--- config.mk ---
export PLATFORM = sky130hd
export DESIGN_NAME = touch_event_gen_flat
export DESIGN_NICKNAME = d
export VERILOG_FILES = /design/src/rtl/touch_if.sv /design/src/rtl/touch_event_gen.sv /design/src/flat_wrapper.sv
export SDC_FILE = /design/constraint.sdc
export NUM_CORES = 1
export LEC_CHECK = 0
export ABC_AREA = 1
export ABC_CLOCK_PERIOD_IN_PS = 3190
export CORE_UTILIZATION = 40
export CTS_CLUSTER_SIZE = 20
export DETAILED_ROUTE_END_ITERATION = 16
export GPL_ROUTABILITY_DRIVEN = 0
export PLACE_DENSITY = 0.68
export SLEW_MARGIN = 20
export SYNTH_ARGS = -nofsm -noshare
export SYNTH_HDL_FRONTEND = slang
export SYNTH_SLANG_ARGS = --single-unit
--- constraint.sdc ---
create_clock -name clk -period 3.19 [get_ports clk]
set_clock_uncertainty 0.15 [all_clocks]
set_input_delay 0.638 -clock clk [delete_from_list [all_inputs] [get_ports clk]]
set_output_delay 0.638 -clock clk [all_outputs]
set_load 0.05 [all_outputs]
--- src/rtl/touch_if.sv ---
// Touch event bus: raw panel samples in, debounced/averaged tap events out.
interface touch_if;
   logic        raw_valid;
   logic        raw_pressed;
   logic [10:0] raw_x;
   logic [10:0] raw_y;
   logic [31:0] touch_data;
   logic        touch_valid;
   logic        touch_release;
   logic        touch_active;

   modport master (
      input  raw_valid, raw_pressed, raw_x, raw_y,
      output touch_data, touch_valid, touch_release, touch_active
   );

   modport slave (
      output raw_valid, raw_pressed, raw_x, raw_y,
      input  touch_data, touch_valid, touch_release, touch_active
   );
endinterface

--- src/rtl/touch_event_gen.sv ---
// Debounces touch press/release, averages 2^AVG_LOG2 in-range samples per press and
// publishes one packed tap event; touch_data returns to 0 after a debounced release.
module touch_event_gen #(
   parameter int X_MAX           = 1023,
   parameter int Y_MAX           = 599,
   parameter int DEBOUNCE_CYCLES = 50000,
   parameter int AVG_LOG2        = 2
) (
   input  logic     clk,
   input  logic     rst,
   touch_if.master  tif
);
   localparam int CW = (DEBOUNCE_CYCLES > 2) ? $clog2(DEBOUNCE_CYCLES) : 1;
   localparam int SW = 11 + AVG_LOG2;
   localparam int NW = AVG_LOG2 + 1;
   localparam logic [10:0]   XM     = 11'(X_MAX);
   localparam logic [10:0]   YM     = 11'(Y_MAX);
   localparam logic [CW-1:0] CNT_TC = CW'(DEBOUNCE_CYCLES - 1);
   localparam logic [NW-1:0] N_LAST = NW'((1 << AVG_LOG2) - 1);

   typedef enum logic [2:0] {IDLE, PRESS_DB, ACCUM, PRESSED, RELEASE_DB} state_t;

   state_t          state_q, state_d;
   logic [CW-1:0]   cnt_q;
   logic [SW-1:0]   sum_x_q, sum_y_q, sx_nx, sy_nx;
   logic [NW-1:0]   n_q;
   logic [31:0]     data_q;
   logic            valid_q, release_q;
   logic            in_rng, rel_s, prs_s, cnt_done, acc_hit;
   logic            active_c, publish, retire;

   // (0,0) is reserved as the release code, so it never counts as a touch
   assign prs_s    = tif.raw_valid & tif.raw_pressed;
   assign rel_s    = tif.raw_valid & ~tif.raw_pressed;
   assign in_rng   = prs_s & (tif.raw_x <= XM) & (tif.raw_y <= YM) &
                     ~((tif.raw_x == 11'd0) & (tif.raw_y == 11'd0));
   assign cnt_done = (cnt_q == CNT_TC);
   assign acc_hit  = in_rng & (n_q == N_LAST);
   assign sx_nx    = sum_x_q + SW'(tif.raw_x);
   assign sy_nx    = sum_y_q + SW'(tif.raw_y);

   always_ff @(posedge clk or posedge rst) begin
      if (rst) state_q <= IDLE;
      else     state_q <= state_d;
   end

   // raw samples take priority over a debounce terminal count in the same cycle
   always_comb begin
      state_d = state_q;
      unique case (state_q)
         IDLE:       if (in_rng) state_d = PRESS_DB;
         PRESS_DB:   if (rel_s) state_d = IDLE;
                     else if (cnt_done) state_d = ACCUM;
         ACCUM:      if (rel_s) state_d = IDLE;
                     else if (acc_hit) state_d = PRESSED;
         PRESSED:    if (rel_s) state_d = RELEASE_DB;
         RELEASE_DB: if (prs_s) state_d = PRESSED;
                     else if (cnt_done) state_d = IDLE;
         default:    state_d = IDLE;
      endcase
   end

   always_comb begin
      active_c = (state_q == PRESSED) || (state_q == RELEASE_DB);
      publish  = (state_q == ACCUM) && acc_hit;
      retire   = (state_q == RELEASE_DB) && !prs_s && cnt_done;
   end

   always_ff @(posedge clk or posedge rst) begin
      if (rst) begin
         cnt_q     <= '0;
         sum_x_q   <= '0;
         sum_y_q   <= '0;
         n_q       <= '0;
         data_q    <= '0;
         valid_q   <= 1'b0;
         release_q <= 1'b0;
      end else begin
         if ((state_q == PRESS_DB || state_q == RELEASE_DB) && state_d == state_q)
            cnt_q <= cnt_q + 1'b1;
         else
            cnt_q <= '0;

         // sums only live inside ACCUM; leaving it discards any partial average
         if (state_q != ACCUM) begin
            sum_x_q <= '0;
            sum_y_q <= '0;
            n_q     <= '0;
         end else if (in_rng) begin
            sum_x_q <= sx_nx;
            sum_y_q <= sy_nx;
            n_q     <= n_q + 1'b1;
         end

         if (publish)
            data_q <= {5'b0, sx_nx[SW-1:AVG_LOG2], 5'b0, sy_nx[SW-1:AVG_LOG2]};
         else if (retire)
            data_q <= 32'h0;

         valid_q   <= publish;
         release_q <= retire;
      end
   end

   assign tif.touch_data    = data_q;
   assign tif.touch_valid   = valid_q;
   assign tif.touch_release = release_q;
   assign tif.touch_active  = active_c;
endmodule

--- src/flat_wrapper.sv ---
// flat-port wrapper written by rule: the top's interface ports become plain ports
module touch_event_gen_flat 
#(
   parameter int X_MAX           = 1023,
   parameter int Y_MAX           = 599,
   parameter int DEBOUNCE_CYCLES = 50000,
   parameter int AVG_LOG2        = 2
)
  (clk, rst, tif_raw_valid, tif_raw_pressed, tif_raw_x, tif_raw_y, tif_touch_data, tif_touch_valid, tif_touch_release, tif_touch_active);
  touch_if tif_i ();
  input  logic clk;
  input  logic rst;
  input wire logic [$bits(tif_i.raw_valid)-1:0] tif_raw_valid;
  input wire logic [$bits(tif_i.raw_pressed)-1:0] tif_raw_pressed;
  input wire logic [$bits(tif_i.raw_x)-1:0] tif_raw_x;
  input wire logic [$bits(tif_i.raw_y)-1:0] tif_raw_y;
  output wire logic [$bits(tif_i.touch_data)-1:0] tif_touch_data;
  output wire logic [$bits(tif_i.touch_valid)-1:0] tif_touch_valid;
  output wire logic [$bits(tif_i.touch_release)-1:0] tif_touch_release;
  output wire logic [$bits(tif_i.touch_active)-1:0] tif_touch_active;
  assign tif_i.raw_valid = tif_raw_valid;
  assign tif_i.raw_pressed = tif_raw_pressed;
  assign tif_i.raw_x = tif_raw_x;
  assign tif_i.raw_y = tif_raw_y;
  assign tif_touch_data = tif_i.touch_data;
  assign tif_touch_valid = tif_i.touch_valid;
  assign tif_touch_release = tif_i.touch_release;
  assign tif_touch_active = tif_i.touch_active;
  touch_event_gen #(.X_MAX(X_MAX), .Y_MAX(Y_MAX), .DEBOUNCE_CYCLES(DEBOUNCE_CYCLES), .AVG_LOG2(AVG_LOG2)) u_core (.clk(clk), .rst(rst), .tif(tif_i));
endmodule
**Yosys cells after proc, flatten, opt, wreduce, memory -nomap -nowiden**

Cells that the tools add are included.

- Output and inout port bits: 35
- Bits of input ports: 26
- Word-level logic and storage cells: 61
- Register bits: 82

- Muxes and demuxes: 18
- Reduce and logical (&&, ||, !) cells: 12
- Order comparisons: 2
- Eq/ne operators: 8
- Bitwise gates (word level): 9
- Add/subtract/negate cells: 4

Operators by type and width:

| cell | number |
|---|---|
| 32-bit 2-to-1 mux | 2 |
| 13-bit 2-to-1 mux | 4 |
| 3-bit 2-to-1 mux | 10 |
| 13-bit by 11-bit adder with 13-bit output | 2 |
| 11-bit by 10-bit less-or-equal comparator with 1-bit output, second input constant | 2 |
| 11-bit zero test | 2 |
| 16-bit by 1-bit adder with 16-bit output, second input constant | 1 |
| 16-bit equality test, second input constant | 1 |
| 16-bit 2-to-1 mux | 1 |
| 3-bit one-hot mux with 5 select lines | 1 |
| 3-bit by 2-bit equality test with 1-bit output, second input constant | 3 |
| 1-bit bitwise AND | 7 |
| 1-bit logical AND | 4 |
| 2-bit nonzero test | 2 |
| 3-bit by 1-bit adder with 3-bit output, second input constant | 1 |
| 3-bit by 1-bit equality test with 1-bit output, second input constant | 1 |
| 3-bit equality test | 1 |
| 3-bit equality test, second input constant | 1 |
| 3-bit zero test | 1 |
| 3-bit by 2-bit != test with 1-bit output, second input constant | 1 |
| 1-bit logical OR | 2 |
| 1-bit NOT | 2 |
| 1-bit zero test | 1 |

**Longest topological paths before layout**

- Word-level depth: 11
- Mapped depth: 13
- Depth with buffers taken out: 12

**Worst setup path after synthesis**

No wires, ideal clock.

- Path type: input to register
- Start: in tif_raw_x[0]
- End: reg u_core.sum_x_q[12]
- Arrival: 1.929 ns
- Library setup time: 0.117 ns
- Buffers on the path: 0
- Data required time: 2.923 ns
- Slack: 0.994 ns
- Cell stages on the path: 10
- Cell sequence: ha_1 > fa_1 > nand3_1 > nand2_1 > nand3_1 > nand3_1 > xnor2_1 > nor2_1 > nand2_1 > nand2_1

- Word-level cells in the longest chain between the ends: 5
- Elaborated cells on any way between the ends: 11
- Those cells by class: add/sub: 1; order compare: 1; mux: 2; bitwise: 5; reduce/logical: 2

RTL lines:

| what | line | RTL |
|---|---|---|
| start: declaration | flat_wrapper.sv:15 | `input wire logic [$bits(tif_i.raw_x)-1:0] tif_raw_x;` |
| 11-bit by 10-bit less-or-equal comparator with 1-bit output / 11-bit zero test (equally long branches) | touch_event_gen.sv:35, touch_event_gen.sv:36 |  |
| 1-bit bitwise AND, on equally long branches | touch_event_gen.sv:35, touch_event_gen.sv:36 |  |
| 1-bit bitwise AND / 1-bit NOT (equally long branches) | touch_event_gen.sv:35, touch_event_gen.sv:36 |  |
| 1-bit bitwise AND | touch_event_gen.sv:35 | `assign in_rng = prs_s & (tif.raw_x <= XM) & (tif.raw_y <= YM) &` |
| 2-bit nonzero test (no line) | -- |  |
| end signal: assignment | touch_event_gen.sv:90 | `sum_x_q <= sx_nx;` |
| end: declaration | touch_event_gen.sv:25 | `logic [SW-1:0] sum_x_q, sum_y_q, sx_nx, sy_nx;` |

Parallel ways exist; a longest one is shown, timed or not. The select of a mux whose other input is x is not followed.
A chain may end at the register's enable or synchronous reset.

**Final worst setup path**

- Start: reg u_core.state_q[0]
- End: out tif_touch_active

- Word-level cells in the longest chain between the ends: 2
- Elaborated cells on any way between the ends: 3
- Those cells by class: eq/ne: 2; reduce/logical: 1

RTL lines:

| what | line | RTL |
|---|---|---|
| start: declaration | touch_event_gen.sv:23 | `state_t state_q, state_d;` |
| start signal: assignment | touch_event_gen.sv:44 | `else state_q <= state_d;` |
| 3-bit by 2-bit equality test with 1-bit output / 3-bit equality test (equally long branches) | touch_event_gen.sv:64 | `active_c = (state_q == PRESSED) \|\| (state_q == RELEASE_DB);` |
| 1-bit logical OR (*) | touch_event_gen.sv:64 |  |
| end: declaration | flat_wrapper.sv:20 | `output wire logic [$bits(tif_i.touch_active)-1:0] tif_touch_active;` |

Every way passes the cells marked *; elsewhere a longest branch is shown, timed or not.

==> impl_metrics.toml <==
[sta]
setup_tns_ps = 0
relSlewSlack_pct = 61.5
finalHoldViolCount = 0
rsz0062_at_grt = "no"
finalSetupViolCount = 0
slew_viol_final = 0
finalCritPeriodShare_pct = 88.1
tightest_slew_ps = 575
period_minus_slack_ps = 2810
max_freq_mhz = 356

[global_routing]
grtUsageTotal_pct = 20.2
antenna_found_initial = 0
grt_max_degree = 31
grt_first_pass_wirelength_um = 18000
gr-total-overflow = 0
grt_pass1_vias = 3749

[detailed_routing]
initialDrtViolationCount = 174
drt-wirelength-per-cell_um = 14.2
wl_um = 10700
vias = 3877
drc = 0
via_per_inst = 5.14
postRouteAntennaNets = 0
firstDrtPassIters = 5

[floorplan]
coreArea_um2 = 10500
start_util_pct = 41.9
core.rowCount = 37
ioPinCount = 61
die_w_um = 107
die_area_um2 = 11400
fp.dieH_um = 107

[clock_tree]
cts_buffer_depth = 2
clkSinkCount = 72
cts_hold_buf = 0
cts_tree = "yes"
cts_buffers = 9
post-cts-setup-buffers = 0
h-tree-depth = 3
root_buffer = "clkbuf_8"
clk_pin_slew_ps = 80
clkLatencyLatePin_ps = 350
cts_resized = 0

[yosys]
ys_warn_count = 0
yosysMostFrequentCell = "nand2_1"
synth_edf_count = 0
syn_area_um2 = 4380
yosys.area.top_type_share_pct = 41.1
synth.avg_cell_area_um2 = 7.89
yosysTopAreaCell = "dfrtp_1"
ys_top_cells_by_count = "125 x nand2_1, 72 x dfrtp_1, 58 x nor2_1, 55 x inv_1, 38 x nand3_1"
ys.flop_type = "dfrtp_1"
async_reset_ff_share_pct = 100
ys_seq_area_share_pct = 41.1
synthCells = 555
synthDistinctLibCells = 37
synth_area_leaders = "dfrtp_1 41%, nand2_1 11%, ha_1 7.1%, nor2_1 5.0%, inv_1 4.7%"
ys_ff_latch = 72

[layout]
fillCellCount = 1027
num_antenna_cells = 0
fin_util_pct = 50.3
area_growth_pct = 20.2
drive_above_1_share_pct = 7.61
nets = 666

[pwr]
peakVddDrop_v = 0.000215
power_per_cell_area_nw_per_um2 = 391
leakage_nw = 2.46

[critical_path]
crit_path_end_kind = "primary output"
rr_startpoint = "u_core.state_q[0]$_DFF_PP0_"
startpoint_type = "register"
worstPathMaxFanout = 7
required_ps = 2400
slowest_delay_ps = 790
reg2reg_slack_ps = 930
worstSetupStartpoint = "u_core.state_q[0]$_DFF_PP0_"
cp.arrival_ps = 2020
crit_slowest_cell = "clkdlybuf4s50_1"
cpMostUsedCell = "nand2_1"
criticalPathCategory = "register to primary output"
critical_path.cell_chain = "nor2_1 -> nand2_1 -> nand2_1 -> clkdlybuf4s50_1"
worstRegToRegCells = 7

[min_path]
min_from = "u_core.cnt_q[0]$_DFF_PP0_"
hold_class = "register to register"
hold_path_depth = 1

[outcome]
status = "complete, no violations"

[place]
dp_hpwl_um = 8020
portBuffers = 50

[flow_run]
maxCapViolations = 0
[metal layers]
layer / track usage, % / vias to the layer above / share of wire (%)
met1: 26.8 / 1818 / 45
met5: 0 / - / 0
li1: - / 1932 / -
met4: 6.16 / 0 / 1.5
met2: 32.8 / 110 / 47
met3: 4.44 / 17 / 5.9
[power by group]
part	internal, mW	leakage, nW	total [mW]	switching, mW
clock network	0.506	0.117	0.847	0.341
registers	0.930	0.982	0.943	0.0131
logic	0.0873	1.36	0.269	0.182
[metrics by stage]
| stage | cells | hold WS (ps) | total power [mW] | cell area [um2] | setup slack [ps] |
|---|---|---|---|---|---|
| 2_1_floorplan | 564 | 283 | 1.14 | 4410 | 577 |
| 3_3_place_gp | 738 | 294 | 1.23 | 5030 | 371 |
| 3_5_place_dp | 738 | 311 | 1.23 | 5030 | 315 |
| 4_1_cts | 754 | 322 | 2.08 | 5260 | 353 |
| 5_1_grt | 754 | 343 | 2.14 | 5260 | 253 |
| 6_report | 754 | 317 | 2.06 | 5260 | 378 |
[registers in the layout (all words and copies together), names as in the netlist]
register                  count
u_core.cnt_q                 16
u_core.n_q                    3
u_core.state_q                3
u_core.sum_x_q               13
u_core.sum_y_q               13
u_core.tif.touch_data        22
u_core.tif.touch_release      1
u_core.tif.touch_valid        1
[cells by family after synthesis]
kind of cell,after synthesis,synth area share (%)
AO/OA/AOI/OAI,92,12.1
buffers and inverters,82,8.20
XOR/XNOR,27,5.40
adder cells (fa/ha/maj),27,8.05
AND/OR/NAND/NOR,254,25.0
flip-flops,72,41.1
other,1,0.0856
[layout make-up]
cell class,count,area (um2),area share (%)
clock buffer,14,173,3.28
clock inverter,2,60.1,1.14
inverter,62,233,4.42
multi-input combinational,410,2250,42.8
sequential,72,1800,34.2
tap,136,170,3.23
timing repair buffer,58,573,10.9
[path summary, 6_finish.rpt]
path / to
worst max-delay path: tif_touch_active
worst min-delay path: u_core.cnt_q[0]$_DFF_PP0_
worst max register to register: u_core.cnt_q[0]$_DFF_PP0_
worst min register to register: u_core.cnt_q[0]$_DFF_PP0_
max in group asynchronous: u_core.tif.touch_data[10]$_DFFE_PP0P_
min in group asynchronous: u_core.tif.touch_valid$_DFF_PP0_
[critical path, delay by kind of cell (launching register included)]
| kind | cells | cell delay [ps] |
|---|---|---|
| buffers and inverters | 1 | 790 |
| flip-flops | 1 | 470 |
| AND/OR/NAND/NOR | 3 | 410 |
[placed cells by master, fill, tap and decap left out, drive strengths merged, types with 3 or more instances in the layout]
cell type and instances:
nand2 126, dfrtp 72, nor2 69, inv 62
clkdlybuf4s50 50, nand3 39, o21ai 29, ha 25
a21oi 25, o22ai 21, xor2 20, clkbuf 14
nand4 12, conb 10, o31ai 8, buf 8
xnor2 7, o21bai 3, nor3 3
(Power assumes the default switching activity.)
